==> src/rtl/reg_bank_pkg.sv <==
// Shared types and helpers for the reg_bank_arbiter slice: FSM state encoding,
// byte-strobe expansion and index-width calculation.
package reg_bank_pkg;

  typedef enum logic [1:0] {
    StIdle,
    StExec,
    StResp
  } state_e;

  // Expand a 4-bit byte-enable into a 32-bit bit mask.
  function automatic logic [31:0] strb_to_mask(input logic [3:0] strb);
    logic [31:0] mask;
    mask = '0;
    for (int b = 0; b < 4; b++) begin
      mask[8*b +: 8] = {8{strb[b]}};
    end
    return mask;
  endfunction

  // Index width for n entries, never below one bit.
  function automatic int unsigned idx_width(input int unsigned n);
    return (n > 1) ? $clog2(n) : 1;
  endfunction

endpackage

==> src/rtl/reg_bank_arbiter_if.sv <==
// Requester-side request/response bus of reg_bank_arbiter; master = requesters,
// slave = the arbiter.
interface reg_bank_arbiter_if #(
  parameter int unsigned NUM_REQ = 4,
  parameter int unsigned ADDR_W  = 3
);
  logic [NUM_REQ-1:0]        req_valid;
  logic [NUM_REQ-1:0]        req_ready;
  logic [NUM_REQ-1:0]        req_write;
  logic [NUM_REQ*ADDR_W-1:0] req_addr;
  logic [NUM_REQ*32-1:0]     req_wdata;
  logic [NUM_REQ*4-1:0]      req_wstrb;
  logic [NUM_REQ-1:0]        rsp_valid;
  logic [NUM_REQ-1:0]        rsp_ready;
  logic [31:0]               rsp_rdata;
  logic                      rsp_err;

  modport master (
    output req_valid, req_write, req_addr, req_wdata, req_wstrb, rsp_ready,
    input  req_ready, rsp_valid, rsp_rdata, rsp_err
  );

  modport slave (
    input  req_valid, req_write, req_addr, req_wdata, req_wstrb, rsp_ready,
    output req_ready, rsp_valid, rsp_rdata, rsp_err
  );
endinterface

==> src/rtl/reg_bank_arbiter_rr.sv <==
// Combinational round-robin picker: first valid requester at or after ptr,
// wrapping at NUM_REQ; one-hot grant plus its index.
module rr_arbiter #(
  parameter int unsigned NUM_REQ = 4,
  parameter int unsigned PTR_W   = 2
) (
  input  logic [NUM_REQ-1:0] valid,
  input  logic [PTR_W-1:0]   ptr,
  output logic [NUM_REQ-1:0] grant,
  output logic [PTR_W-1:0]   grant_idx
);

  always_comb begin
    logic              found;
    logic [PTR_W-1:0]  cand;
    int unsigned       pos;
    grant     = '0;
    grant_idx = '0;
    found     = 1'b0;
    cand      = '0;
    pos       = 0;
    for (int unsigned i = 0; i < NUM_REQ; i++) begin
      pos  = (32'(ptr) + i) % NUM_REQ;
      cand = PTR_W'(pos);
      if (!found && valid[cand]) begin
        found       = 1'b1;
        grant[cand] = 1'b1;
        grant_idx   = cand;
      end
    end
  end

endmodule

==> src/rtl/reg_bank_arbiter.sv <==
// Round-robin shared configuration register bank with per-requester handshakes.
// Optional REG_BANK_ARBITER_LOCK_EN turns the last register into a sticky write-lock mask.
module reg_bank_arbiter
  import reg_bank_pkg::*;
#(
  parameter int unsigned NUM_REQ     = 4,
  parameter int unsigned NUM_REGS    = 8,
  parameter logic [31:0] RESET_VALUE = 32'h0,
  parameter int unsigned ADDR_W      = idx_width(NUM_REGS)
) (
  input  logic                     clk,
  input  logic                     rst_n,
  reg_bank_arbiter_if.slave        bus,
  output logic [NUM_REGS*32-1:0]   regs_q
);

  localparam int unsigned PTR_W = idx_width(NUM_REQ);

  state_e             state_q;
  logic [PTR_W-1:0]   rr_ptr_q;
  logic [PTR_W-1:0]   idx_q;
  logic               write_q;
  logic [ADDR_W-1:0]  addr_q;
  logic [31:0]        wdata_q;
  logic [3:0]         wstrb_q;
  logic [NUM_REQ-1:0] rsp_valid_q;
  logic [31:0]        rsp_rdata_q;
  logic               rsp_err_q;
  logic [31:0]        reg_mem_q [NUM_REGS];

  logic [NUM_REQ-1:0] grant;
  logic [PTR_W-1:0]   grant_idx;
  logic [PTR_W-1:0]   ptr_next;
  logic               sel_write;
  logic [ADDR_W-1:0]  sel_addr;
  logic [31:0]        sel_wdata;
  logic [3:0]         sel_wstrb;
  logic               in_range;
  logic               locked;
  logic               op_err;
  logic [31:0]        cur_reg;
  logic [31:0]        mask;
  logic [31:0]        wr_value;

  rr_arbiter #(
    .NUM_REQ (NUM_REQ),
    .PTR_W   (PTR_W)
  ) u_rr_arbiter (
    .valid     (bus.req_valid),
    .ptr       (rr_ptr_q),
    .grant     (grant),
    .grant_idx (grant_idx)
  );

  assign bus.req_ready = (state_q == StIdle) ? grant : '0;
  assign bus.rsp_valid = rsp_valid_q;
  assign bus.rsp_rdata = rsp_rdata_q;
  assign bus.rsp_err   = rsp_err_q;

  assign ptr_next = (grant_idx == PTR_W'(NUM_REQ - 1)) ? '0 : grant_idx + 1'b1;

  // One-hot mux of the winning requester's operation fields.
  always_comb begin
    sel_write = 1'b0;
    sel_addr  = '0;
    sel_wdata = '0;
    sel_wstrb = '0;
    for (int unsigned i = 0; i < NUM_REQ; i++) begin
      if (grant[i]) begin
        sel_write = bus.req_write[i];
        sel_addr  = bus.req_addr[i*ADDR_W +: ADDR_W];
        sel_wdata = bus.req_wdata[i*32 +: 32];
        sel_wstrb = bus.req_wstrb[i*4 +: 4];
      end
    end
  end

  always_comb begin
    in_range = (32'(addr_q) < NUM_REGS);
    cur_reg  = in_range ? reg_mem_q[addr_q] : '0;
    mask     = strb_to_mask(wstrb_q);
    wr_value = (cur_reg & ~mask) | (wdata_q & mask);
    locked   = 1'b0;
`ifdef REG_BANK_ARBITER_LOCK_EN
    locked = write_q && in_range && reg_mem_q[NUM_REGS-1][addr_q];
    // Lock bits are sticky: the lock register only accumulates set bits.
    if (addr_q == ADDR_W'(NUM_REGS - 1)) begin
      wr_value = cur_reg | (wdata_q & mask);
    end
`endif
    op_err = !in_range || locked;
  end

  always_ff @(posedge clk or negedge rst_n) begin
    if (!rst_n) begin
      state_q     <= StIdle;
      rr_ptr_q    <= '0;
      idx_q       <= '0;
      write_q     <= 1'b0;
      addr_q      <= '0;
      wdata_q     <= '0;
      wstrb_q     <= '0;
      rsp_valid_q <= '0;
      rsp_rdata_q <= '0;
      rsp_err_q   <= 1'b0;
      for (int unsigned k = 0; k < NUM_REGS; k++) begin
        reg_mem_q[k] <= RESET_VALUE;
      end
    end else begin
      unique case (state_q)
        StIdle: begin
          if (|grant) begin
            idx_q    <= grant_idx;
            write_q  <= sel_write;
            addr_q   <= sel_addr;
            wdata_q  <= sel_wdata;
            wstrb_q  <= sel_wstrb;
            rr_ptr_q <= ptr_next;
            state_q  <= StExec;
          end
        end
        StExec: begin
          rsp_valid_q[idx_q] <= 1'b1;
          rsp_err_q          <= op_err;
          rsp_rdata_q        <= (!write_q && !op_err) ? cur_reg : '0;
          if (write_q && !op_err) begin
            reg_mem_q[addr_q] <= wr_value;
          end
          state_q <= StResp;
        end
        StResp: begin
          if (bus.rsp_ready[idx_q]) begin
            rsp_valid_q <= '0;
            rsp_rdata_q <= '0;
            rsp_err_q   <= 1'b0;
            state_q     <= StIdle;
          end
        end
        default: state_q <= StIdle;
      endcase
    end
  end

  for (genvar k = 0; k < NUM_REGS; k++) begin : g_regs_out
    assign regs_q[k*32 +: 32] = reg_mem_q[k];
  end

endmodule

==> src/flat_wrapper.sv <==
// flat-port wrapper written by rule: the top's interface ports become plain ports
module reg_bank_arbiter_flat import reg_bank_pkg::*;
#(
  parameter int unsigned NUM_REQ     = 4,
  parameter int unsigned NUM_REGS    = 8,
  parameter logic [31:0] RESET_VALUE = 32'h0,
  parameter int unsigned ADDR_W      = idx_width(NUM_REGS)
)
  (clk, rst_n, regs_q, bus_req_valid, bus_req_write, bus_req_addr, bus_req_wdata, bus_req_wstrb, bus_rsp_ready, bus_req_ready, bus_rsp_valid, bus_rsp_rdata, bus_rsp_err);
  reg_bank_arbiter_if #(.NUM_REQ(NUM_REQ), .ADDR_W(ADDR_W)) bus_i ();
  input  logic clk;
  input  logic rst_n;
  output logic [NUM_REGS*32-1:0] regs_q;
  input wire logic [$bits(bus_i.req_valid)-1:0] bus_req_valid;
  input wire logic [$bits(bus_i.req_write)-1:0] bus_req_write;
  input wire logic [$bits(bus_i.req_addr)-1:0] bus_req_addr;
  input wire logic [$bits(bus_i.req_wdata)-1:0] bus_req_wdata;
  input wire logic [$bits(bus_i.req_wstrb)-1:0] bus_req_wstrb;
  input wire logic [$bits(bus_i.rsp_ready)-1:0] bus_rsp_ready;
  output wire logic [$bits(bus_i.req_ready)-1:0] bus_req_ready;
  output wire logic [$bits(bus_i.rsp_valid)-1:0] bus_rsp_valid;
  output wire logic [$bits(bus_i.rsp_rdata)-1:0] bus_rsp_rdata;
  output wire logic [$bits(bus_i.rsp_err)-1:0] bus_rsp_err;
  assign bus_i.req_valid = bus_req_valid;
  assign bus_i.req_write = bus_req_write;
  assign bus_i.req_addr = bus_req_addr;
  assign bus_i.req_wdata = bus_req_wdata;
  assign bus_i.req_wstrb = bus_req_wstrb;
  assign bus_i.rsp_ready = bus_rsp_ready;
  assign bus_req_ready = bus_i.req_ready;
  assign bus_rsp_valid = bus_i.rsp_valid;
  assign bus_rsp_rdata = bus_i.rsp_rdata;
  assign bus_rsp_err = bus_i.rsp_err;
  reg_bank_arbiter #(.NUM_REQ(NUM_REQ), .NUM_REGS(NUM_REGS), .RESET_VALUE(RESET_VALUE), .ADDR_W(ADDR_W)) u_core (.clk(clk), .rst_n(rst_n), .bus(bus_i), .regs_q(regs_q));
endmodule
==> config.mk <==
export PLATFORM = sky130hd
export DESIGN_NAME = reg_bank_arbiter_flat
export DESIGN_NICKNAME = d
export VERILOG_FILES = /design/src/rtl/reg_bank_pkg.sv /design/src/rtl/reg_bank_arbiter_if.sv /design/src/rtl/reg_bank_arbiter_rr.sv /design/src/rtl/reg_bank_arbiter.sv /design/src/flat_wrapper.sv
export SDC_FILE = /design/constraint.sdc
export NUM_CORES = 1
export LEC_CHECK = 0
export CAP_MARGIN = 10
export CORE_UTILIZATION = 50
export CTS_CLUSTER_DIAMETER = 100
export DETAILED_ROUTE_END_ITERATION = 10
export PLACE_DENSITY = 0.83
export SLEW_MARGIN = 40
export SYNTH_ARGS = -nofsm -noshare
export SYNTH_HDL_FRONTEND = slang
export SYNTH_SLANG_ARGS = --single-unit
export TNS_END_PERCENT = 100
==> constraint.sdc <==
create_clock -name clk -period 10.46 [get_ports clk]
set_clock_uncertainty 0.2 [all_clocks]
set_input_delay 2.092 -clock clk [delete_from_list [all_inputs] [get_ports clk]]
set_output_delay 2.092 -clock clk [all_outputs]
set_load 0.02 [all_outputs]
== After elaboration in Yosys (flattened, before gate mapping) ==
Cells that the tools add are included.
Word-level totals
  input port bits: 170
  word-level logic and storage cells: 132
  register bits: 339
  output and inout port bits: 297
Operators by class
  add/subtract/negate cells: 4
  order comparisons: 12
  reductions and logical operators: 19
  equality and inequality tests: 5
  bitwise operators: 9
  muxes and demuxes: 65
Operators with widths (count)
  $mux W32: 9
  $bwmux W256: 1
  $bmux W32 S3: 1
  $demux W32 S3: 1
  $and A32 B32 Y32: 2
  $pmux W32 S2: 1
  $mux W4: 10
  $not A32 Y32: 1
  $or A32 B32 Y32: 1
  $mux W1: 18
  $or A4 B4 Y4: 4
  $lt A2 B3 Y1 const B: 5
  $mux W2: 7
  $mux W3: 4
  $bmux W1 S2: 5
  $demux W1 S2: 5
  $ge A2 B1 Y1 const B: 5
  $logic_and A1 B1 Y1: 9
  $pmux W4 S2: 1
  $reduce_and A2 Y1: 4
  $pmux W2 S3: 1
  $add A2 B1 Y2 const B: 2
  $add A2 B2 Y2 const B: 2
  $eq A2 B2 Y1 const B: 2
  other kinds (11): 13

== Logic depth before layout (Yosys ltp) ==
Gate-level depths: netlist (run 1).
  depth after elaboration: 16
  depth in mapped cells: 13
  gate-level depth less buffers: 9

== Cells and area by module ==
From an unflattened synthesis (run 1), not the netlist that was laid out.
Unflattened totals
  cells, all modules: 1494
  area total of the unflattened synthesis: 16234.3 sq um
Modules (own cells, without submodules)
  reg_bank_arbiter: seq. area each 8458.1 sq um, cells each 1448, times used 1, area each 15815.2 sq um
  rr_arbiter: seq. area each 0.0 sq um, cells each 46, times used 1, area each 419.2 sq um

== Least setup slack after synthesis (run 1) ==
No wires, ideal clock.
  path type: input to output
  start: input bus_req_valid[1]
  end: output bus_req_ready[0]
  arrival: 3845 ps
  setup slack: 4323 ps
  buffers on the path: 2
  required time: 8168 ps
  cell stages on the path: 7
  path through: clkbuf_1 -> nand2b_1 -> mux4_2 -> nor2_1 -> a221oi_2 -> clkbuf_1 -> nor2_1
On the way
  longest elaborated chain between the ends: 13
  elaborated cells between the ends (all ways): 25
  classes of those cells: mux: 16; bitwise: 3; reduce/logical: 6
RTL lines
  start: declaration: RTL line flat_wrapper.sv:14  | input wire logic [$bits(bus_i.req_valid)-1:0] bus_req_valid;
  $bmux W1 S2: RTL line reg_bank_arbiter_rr.sv:25  | if (!found && valid[cand]) begin
  $mux W1 (implied by the code): RTL line reg_bank_arbiter_rr.sv:25
  $mux W1: RTL line reg_bank_arbiter_rr.sv:25
  $logic_not A1 Y1: RTL line reg_bank_arbiter_rr.sv:25
  $logic_and A1 B1 Y1: RTL line reg_bank_arbiter_rr.sv:25
  $mux W1: RTL line reg_bank_arbiter_rr.sv:25
  $logic_not A1 Y1: RTL line reg_bank_arbiter_rr.sv:25
  $logic_and A1 B1 Y1: RTL line reg_bank_arbiter_rr.sv:25
  $mux W1: RTL line reg_bank_arbiter_rr.sv:25
  $logic_not A1 Y1: RTL line reg_bank_arbiter_rr.sv:25
  $logic_and A1 B1 Y1: RTL line reg_bank_arbiter_rr.sv:25
  $mux W4 *: RTL line reg_bank_arbiter_rr.sv:25
  $mux W4 *: RTL line reg_bank_arbiter.sv:55  | assign bus.req_ready = (state_q == StIdle) ? grant : '0;
  end: declaration: RTL line flat_wrapper.sv:20  | output wire logic [$bits(bus_i.req_ready)-1:0] bus_req_ready;
Mark *: on every way between the ends. The rest lies on a longest branch, timed or not. The select of a mux whose other input is x is not followed.

== Final worst setup path (run 1) ==
  start: input bus_req_valid[1]
  end: output bus_req_ready[2]
The elaborated chain is that of the path after synthesis.

==> results by group, run 1 <==
Placement
  • Hpwl dp: 45,800 um
  • RD Place Congestion: 0.981
  • IO buf count: 465
  • Pre-CTS setup slack: 3.10 ns

Clocking
  • TritonCTS Buffers: 37
  • Setup repair bufs after CTS: 0
  • Clock root cell: clkbuf_16
  • CTS-repair resized insts: 0
  • Hold-fix buffers, CTS: 0
  • Clock sinks: 338
  • CTS max path bufs: 3
  • Worst-Skew Late Latency: 0.52 ns
  • CTS tree: done
  • H-Tree Depth: 2
  • Clock Pin Slew Worst Setup and Hold Paths: 0.06 ns

Global route
  • First-pass GRT wire length: 97,200 um
  • Pin count of the biggest net entering global routing: 98
  • All-Layer GR Usage: 38.9%
  • GR Overflow Total: 0
  • Number of global-route vias before repair: 15,276
  • Antenna violations before repair: 0

Logic synthesis
  • Ys async rst share: 100%
  • Synthesized area: 16,600 sq um
  • Post-synthesis sequential area ratio: 51.1%
  • Register bit total from synthesis: 338
  • EDFF count, synth: 0
  • Post-synthesis net count: 1,777
  • Largest cells by area after synthesis: dfrtp_1 (51%), mux2_2 (12%), nand2_1 (8.4%)
  • Synth unique cells: 51
  • Largest area contributor in the netlist: dfrtp_1
  • Syn avg cell area: 10.3 sq um
  • Main synth FF type: dfrtp_1
  • Yosys warns: 0
  • Synth top area share: 51.1%
  • Most frequent cells after synthesis: nand2_1 (371), dfrtp_1 (338), mux2_2 (182), nor2_1 (86), clkbuf_1 (78)
  • Top-count cell post-synth: nand2_1
  • Synth Instances: 1,600

Layout
  • Area Overhead vs Synth: 39.1%
  • Final core occ: 70.8%
  • Post-layout nets: 2,185
  • Register Area: 8460 sq um
  • Multi-input logic area: 7660 sq um
  • Layout filler cell count: 2,405
  • Layout cells sized above 1: 15.6%
  • Ant. Diodes: 0

Critical path
  • Crit-path max FO: 42
  • Critical Path AT: 5.10 ns
  • Crit-path cells: clkdlybuf4s50_1 > nand2b_1 > mux4_2 > nor2_1 > a221oi_4 > buf_4 > nor2_1 > clkdlybuf4s50_1
  • Crit path capture type: output port
  • Worst setup path category: input port to output port
  • Critical Path Source Type: input port
  • Req. time, crit path: 8.17 ns
  • Biggest cell delay along the critical path: 0.62 ns
  • Worst path slowest cell: clkdlybuf4s50_1

Pwr
  • Leak Pwr: 10.3 nW
  • Clk pwr share: 16.4%
  • Net Sw Frac: 46.0%
  • Seq pwr share: 28.8%
  • Overall Power: 8.48 mW
  • P per Cell Area: 368 nW/um^2
  • Combinational share of power: 54.8%
  • Internal power: 4.58 mW
  • Switch Pwr: 3.91 mW
  • Worst VDD drop: 258 uV

Floorplanning
  • CORE AREA: 32,500 sq um
  • Io pins: 467
  • Die area: 33,900 sq um
  • DIE HEIGHT: 184 um
  • Die width: 184 um
  • Row Count: 66
  • Initial Utilization: 50.9%

Drt
  • DRT Pass-1 Iters: 5
  • Routed Antenna Nets: 0
  • Starting DRT DRC Count: 1,582
  • Via density: 6.21
  • Detailed-route wire length: 65,800 um
  • DR vias: 15,394
  • DRC errors left: 0
  • Routed WL per cell: 26.6 um

STA
  • Hold slack: 0.283 ns
  • Slew Viols, Final: 0
  • Final hold violation count: 0
  • Tmin final: 7.39 ns
  • Maximum clock rate: 135 MHz
  • Setup TNS: 0 ns
  • Ratio of final minimum period to clock period: 70.7%
  • Worst relative slew slack: 41.1%
  • Final WS setup: 3.07 ns
  • # setup viols final: 0
  • RSZ-0062 raised after global routing: false
  • Worst-margin pin slew: 0.880 ns

Worst hold path
  • Hold Path Class: register to register

Run
  • Max-Cap Viols: 0

Status
  • Status: finished clean
[path summary, 6_finish.rpt]
kind | from | to | slack, ns | depth (start not counted)
min in group asynchronous | rst_n | u_core.wdata_q[21]$_DFFE_PN0P_ | 1.32 | 1
worst max register to register | register | u_core.wstrb_q[1]$_DFFE_PN0P_ | 6.02 | 11
max in group asynchronous | rst_n | u_core.regs_q[239]$_DFFE_PN0P_ | 7.35 | 3
worst max-delay path | bus_req_valid[1] | bus_req_ready[2] | 3.07 | 8
worst min register to register | u_core.bus.rsp_rdata[9]$_DFFE_PN0P_ | u_core.bus.rsp_rdata[9]$_DFFE_PN0P_ | 0.28 | 2
worst min-delay path | u_core.bus.rsp_rdata[9]$_DFFE_PN0P_ | u_core.bus.rsp_rdata[9]$_DFFE_PN0P_ | 0.28 | 2
[metal layers]
layer | global-route usage [%] | part of all wire [%] | up-vias
li1 | - | - | 6529
met1 | 50.4 | 38 | 7661
met2 | 61.7 | 47 | 1016
met3 | 8.60 | 10 | 188
met4 | 19.6 | 5.3 | 0
met5 | 0 | 0 | -
[flip-flops by register name, summed over array words and instances, names as in the netlist, named ones only]
name                  cells
u_core.write_q            1
u_core.bus.rsp_rdata     32
u_core.addr_q             3
u_core.regs_q           256
u_core.state_q            2
u_core.rr_ptr_q           1
u_core.wstrb_q            4
u_core.idx_q              2
u_core.wdata_q           32
u_core.bus.rsp_valid      4
[layout by cell type, fill, tap and decap left out, types with 17 or more instances in the layout]
cell type and instances:
mux2i_1 45, buf_4 18, nor2_1 82, inv_1 18, dfrtp_1 335, o221ai_1 40, a31oi_1 43, nand2_1 365
a21o_1 41, clkbuf_16 37, a22o_1 33, a221oi_1 17, a21oi_1 32, mux2_2 182, nor3b_1 45, clkdlybuf4s50_1 464
o21ai_0 67
[critical path, delay by kind of cell]
kind	cells	cell delay [ns]
buffers and inverters	3	1.49
multiplexers	1	0.48
AND/OR/NAND/NOR	3	0.90
AO/OA/AOI/OAI	1	0.11
[power groups by stage]
| stage | registers (mW) | logic, mW | clock network [mW] |
|---|---|---|---|
| 2_1_floorplan | 2.67 | 2.24 | 0 |
| 3_3_place_gp | 2.41 | 4.39 | 0 |
| 3_5_place_dp | 2.43 | 4.57 | 0 |
| 4_1_cts | 2.42 | 4.59 | 1.39 |
| 5_1_grt | 2.48 | 4.92 | 1.44 |
| 6_report | 2.44 | 4.65 | 1.39 |
[cell families after synthesis]
kind of cell | count (synthesis) | share of synthesized area, %
AND/OR/NAND/NOR | 537 | 13.7
adder cells (fa/ha/maj) | 7 | 0.529
buffers and inverters | 143 | 3.51
flip-flops | 338 | 51.1
AO/OA/AOI/OAI | 336 | 14.6
XOR/XNOR | 1 | 0.0529
multiplexers | 237 | 16.5
other | 1 | 0.0226
[area by class of cell]
cell class | count | share of cell area, %
clock inverters | 16 | 0.956
clock buffers | 51 | 4.68
flip-flops and latches | 338 | 36.8
multi-input cells | 1119 | 33.3
inverters | 19 | 0.310
repair buffers | 493 | 21.6
well taps | 442 | 2.40
[stage by stage]
stage                     cell area (sq um)  instances
after floorplan                       16600       1600
after global placement                21500       2404
after detailed placement              21700       2411
after CTS                             23000       2478
after global routing                  23000       2478
final                                 23000       2478
No activity file was read; power rests on OpenSTA's default activity.
==> inputs of run 2 (changes only) <==
CORE_UTILIZATION = 44   (was 50)
PLACE_DENSITY = 0.77   (was 0.83)
clock period = 6.1 ns   (was 10.46 ns; I/O delays follow)
==> results by group, run 2 (synthesis gave the netlist of run 1 again) <==
Status
  • Status: finished clean

Floorplanning
  • Die area: 38,400 sq um (+13%)
  • Io pins: 467 (unchanged)
  • Row Count: 70 (+6.1%)
  • Die width: 196 um (+6.5%)
  • Initial Utilization: 45.0% (-5.9 points)
  • DIE HEIGHT: 196 um (+6.5%)
  • CORE AREA: 36,800 sq um (+13%)

Critical path
  • Biggest cell delay along the critical path: 0.67 ns (+0.05 ns)
  • Crit-path cells: inv_1 > ha_1 > mux4_2 > nand2b_1 > o21ai_0 > a211oi_1 > nor2_1 > clkdlybuf4s50_1
  • Crit-path leading delay family: compound AO/OA/AOI/OAI gates
  • Worst setup path category: register to output port
  • Critical Path AT: 4.12 ns (-0.98 ns)
  • Critical Path Source Type: register
  • Worst path slowest cell: dfrtp_1
  • Buf+Inv Stages, Crit Path: 2 (-1)
  • Crit path capture type: output port
  • Crit-path max FO: 15 (-64%)
  • Req. time, crit path: 4.68 ns (-3.49 ns)

Layout
  • Post-layout nets: 2,188 (+0.14%)
  • Ant. Diodes: 0 (unchanged)
  • Layout Cells excl Fill: 2,507 (+1.2%)
  • Commonest non-fill, non-tap cell in the layout: clkdlybuf4s50_1
  • Area Overhead vs Synth: 39.2%
  • Layout cells sized above 1: 15.5% (-0.12 points)
  • Most frequent cells in the layout: clkdlybuf4s50_1 (464), nand2_1 (365), dfrtp_1 (335)
  • Max reg flops: 256 (unchanged)

Global route
  • All-Layer GR Usage: 34.0% (-4.9 points)
  • Number of global-route vias before repair: 15,250 (-0.17%)
  • Antenna violations before repair: 0 (unchanged)
  • GR Overflow Total: 0 (unchanged)
  • First-pass GRT wire length: 97,500 um (+0.32%)
  • Pin count of the biggest net entering global routing: 134 (+37%)

STA
  • Final hold violation count: 0 (unchanged)
  • Hold slack: 0.297 ns (+0.0145 ns)
  • # setup viols final: 0 (unchanged)
  • Worst relative slew slack: 37.0% (-4.1 points)
  • Worst-margin pin slew: 0.945 ns (+0.0654 ns)
  • Ratio of final minimum period to clock period: 90.8%
  • Slew Viols, Final: 0 (unchanged)
  • Tmin final: 5.54 ns
  • RSZ-0062 raised after global routing: false
  • Maximum clock rate: 181 MHz
  • Setup TNS: 0 ns (unchanged)

Clocking
  • CTS tree: done
  • Worst-Skew Late Latency: 0.53 ns (about the same)
  • Clock sinks: 338 (unchanged)
  • H-Tree Depth: 2 (unchanged)
  • TritonCTS Buffers: 38 (+2.7%)
  • Setup repair bufs after CTS: 0 (unchanged)
  • Hold-fix buffers, CTS: 0 (unchanged)
  • Clock root cell: clkbuf_16
  • CTS max path bufs: 3 (unchanged)
  • CTS-repair resized insts: 0 (unchanged)
  • Clock Pin Slew Worst Setup and Hold Paths: 0.06 ns (about the same)

Placement
  • IO buf count: 465 (unchanged)
  • Hpwl dp: 45,700 um (-0.13%)
  • RD Place Congestion: 0.960 (-2.1%)
  • Placed cell count: 2,438 (+1.1%)

Drt
  • Detailed-route wire length: 65,800 um (-0.10%)
  • Routed WL per cell: 26.2 um (-1.3%)
  • Wl on met1: 25,700 um (+3.4%)
  • Met2 Wirelength: 30,500 um (-1.1%)
  • Top Layer Used: met4
  • Met3 wire len: 5870 um (-12%)
  • DRC errors left: 0 (unchanged)
  • DRT Pass-1 Iters: 5 (unchanged)
  • Via density: 5.96 (-4.0%)
  • DR vias: 14,944 (-2.9%)
  • Routed Antenna Nets: 0 (unchanged)
  • Starting DRT DRC Count: 1,060 (-33%)

Pwr
  • Leak Pwr: 10.4 nW (about the same)
  • Overall Power: 14.4 mW (+69%)
  • Worst VDD drop: 370 uV (+43%)
  • Internal power: 7.85 mW (+72%)
  • P per Cell Area: 623 nW/um^2 (+69%)
  • Seq pwr share: 29.1% (+0.3 points)
  • Combinational share of power: 54.5% (-0.3 points)
  • Net Sw Frac: 45.4% (-0.69 points)
  • Clk pwr share: 16.4% (about the same)
  • Switch Pwr: 6.51 mW (+67%)

Run
  • Max-Cap Viols: 0 (unchanged)

Worst hold path
  • Hold Path Class: register to register
-- run 2: cell count changes in the layout (fill, tap and decap cells not counted), sizes merged --
cell and change:
clkinv +2, buf +2, inv -1
-- run 2: path summary, 6_finish.rpt --
path | cells past startpoint | from | slack [ns] | end
worst max-delay path | 8 | register | 0.56 | bus_req_ready[1]
worst min-delay path | 2 | u_core.bus.rsp_rdata[6]$_DFFE_PN0P_ | 0.30 | u_core.bus.rsp_rdata[6]$_DFFE_PN0P_
worst max register to register | 10 | register | 1.83 | register
worst min register to register | 2 | u_core.bus.rsp_rdata[6]$_DFFE_PN0P_ | 0.30 | u_core.bus.rsp_rdata[6]$_DFFE_PN0P_
max in group asynchronous | 3 | rst_n | 3.81 | u_core.regs_q[22]$_DFFE_PN0P_
min in group asynchronous | 1 | rst_n | 0.42 | u_core.wdata_q[6]$_DFFE_PN0P_
-- run 2: power groups by stage --
stage | sequential [mW] | clock (mW) | combinational (mW)
after detailed placement | 4.20 | 0 | 7.74
after global placement | 4.16 | 0 | 7.54
after floorplan | 4.58 | 0 | 3.84
after CTS | 4.17 | 2.38 | 7.78
after global routing | 4.27 | 2.47 | 8.34
final | 4.18 | 2.35 | 7.83
-- run 2: metal layers --
metal	track usage [%]	vias up
met5	0	-
met4	17.8	0
met3	8.37	175
met2	54.1	765
met1	43.1	7497
li1	-	6507
-- run 2: metrics by stage --
step / area, sq um / setup WS, ns / utilization, %
after floorplan: 16600 / 1.71 / -
after global placement: 21600 / 0.749 / 58.8
after detailed placement: 21700 / 0.679 / 59.1
after CTS: 23000 / 0.550 / 62.6
after global routing: 23100 / 0.376 / 62.7
final: 23100 / 0.563 / 62.7
-- run 2: cell type report --
type / instances / area, sq um
multi-input cells: 1119 / 7650
clock inverters: 17 / 214
clock buffers: 51 / 1070
well taps: 468 / 586
repair buffers: 495 / 5000
fillers: 2973 / 13700
flip-flops and latches: 338 / 8460
inverters: 19 / 71.3
-- run 2: tightest hold or removal path: cells and delay by family, from the launching register on --
family	cells	cell delay [ns]
flops	1	0.34
compound gates	1	0.06
simple gates	1	0.05
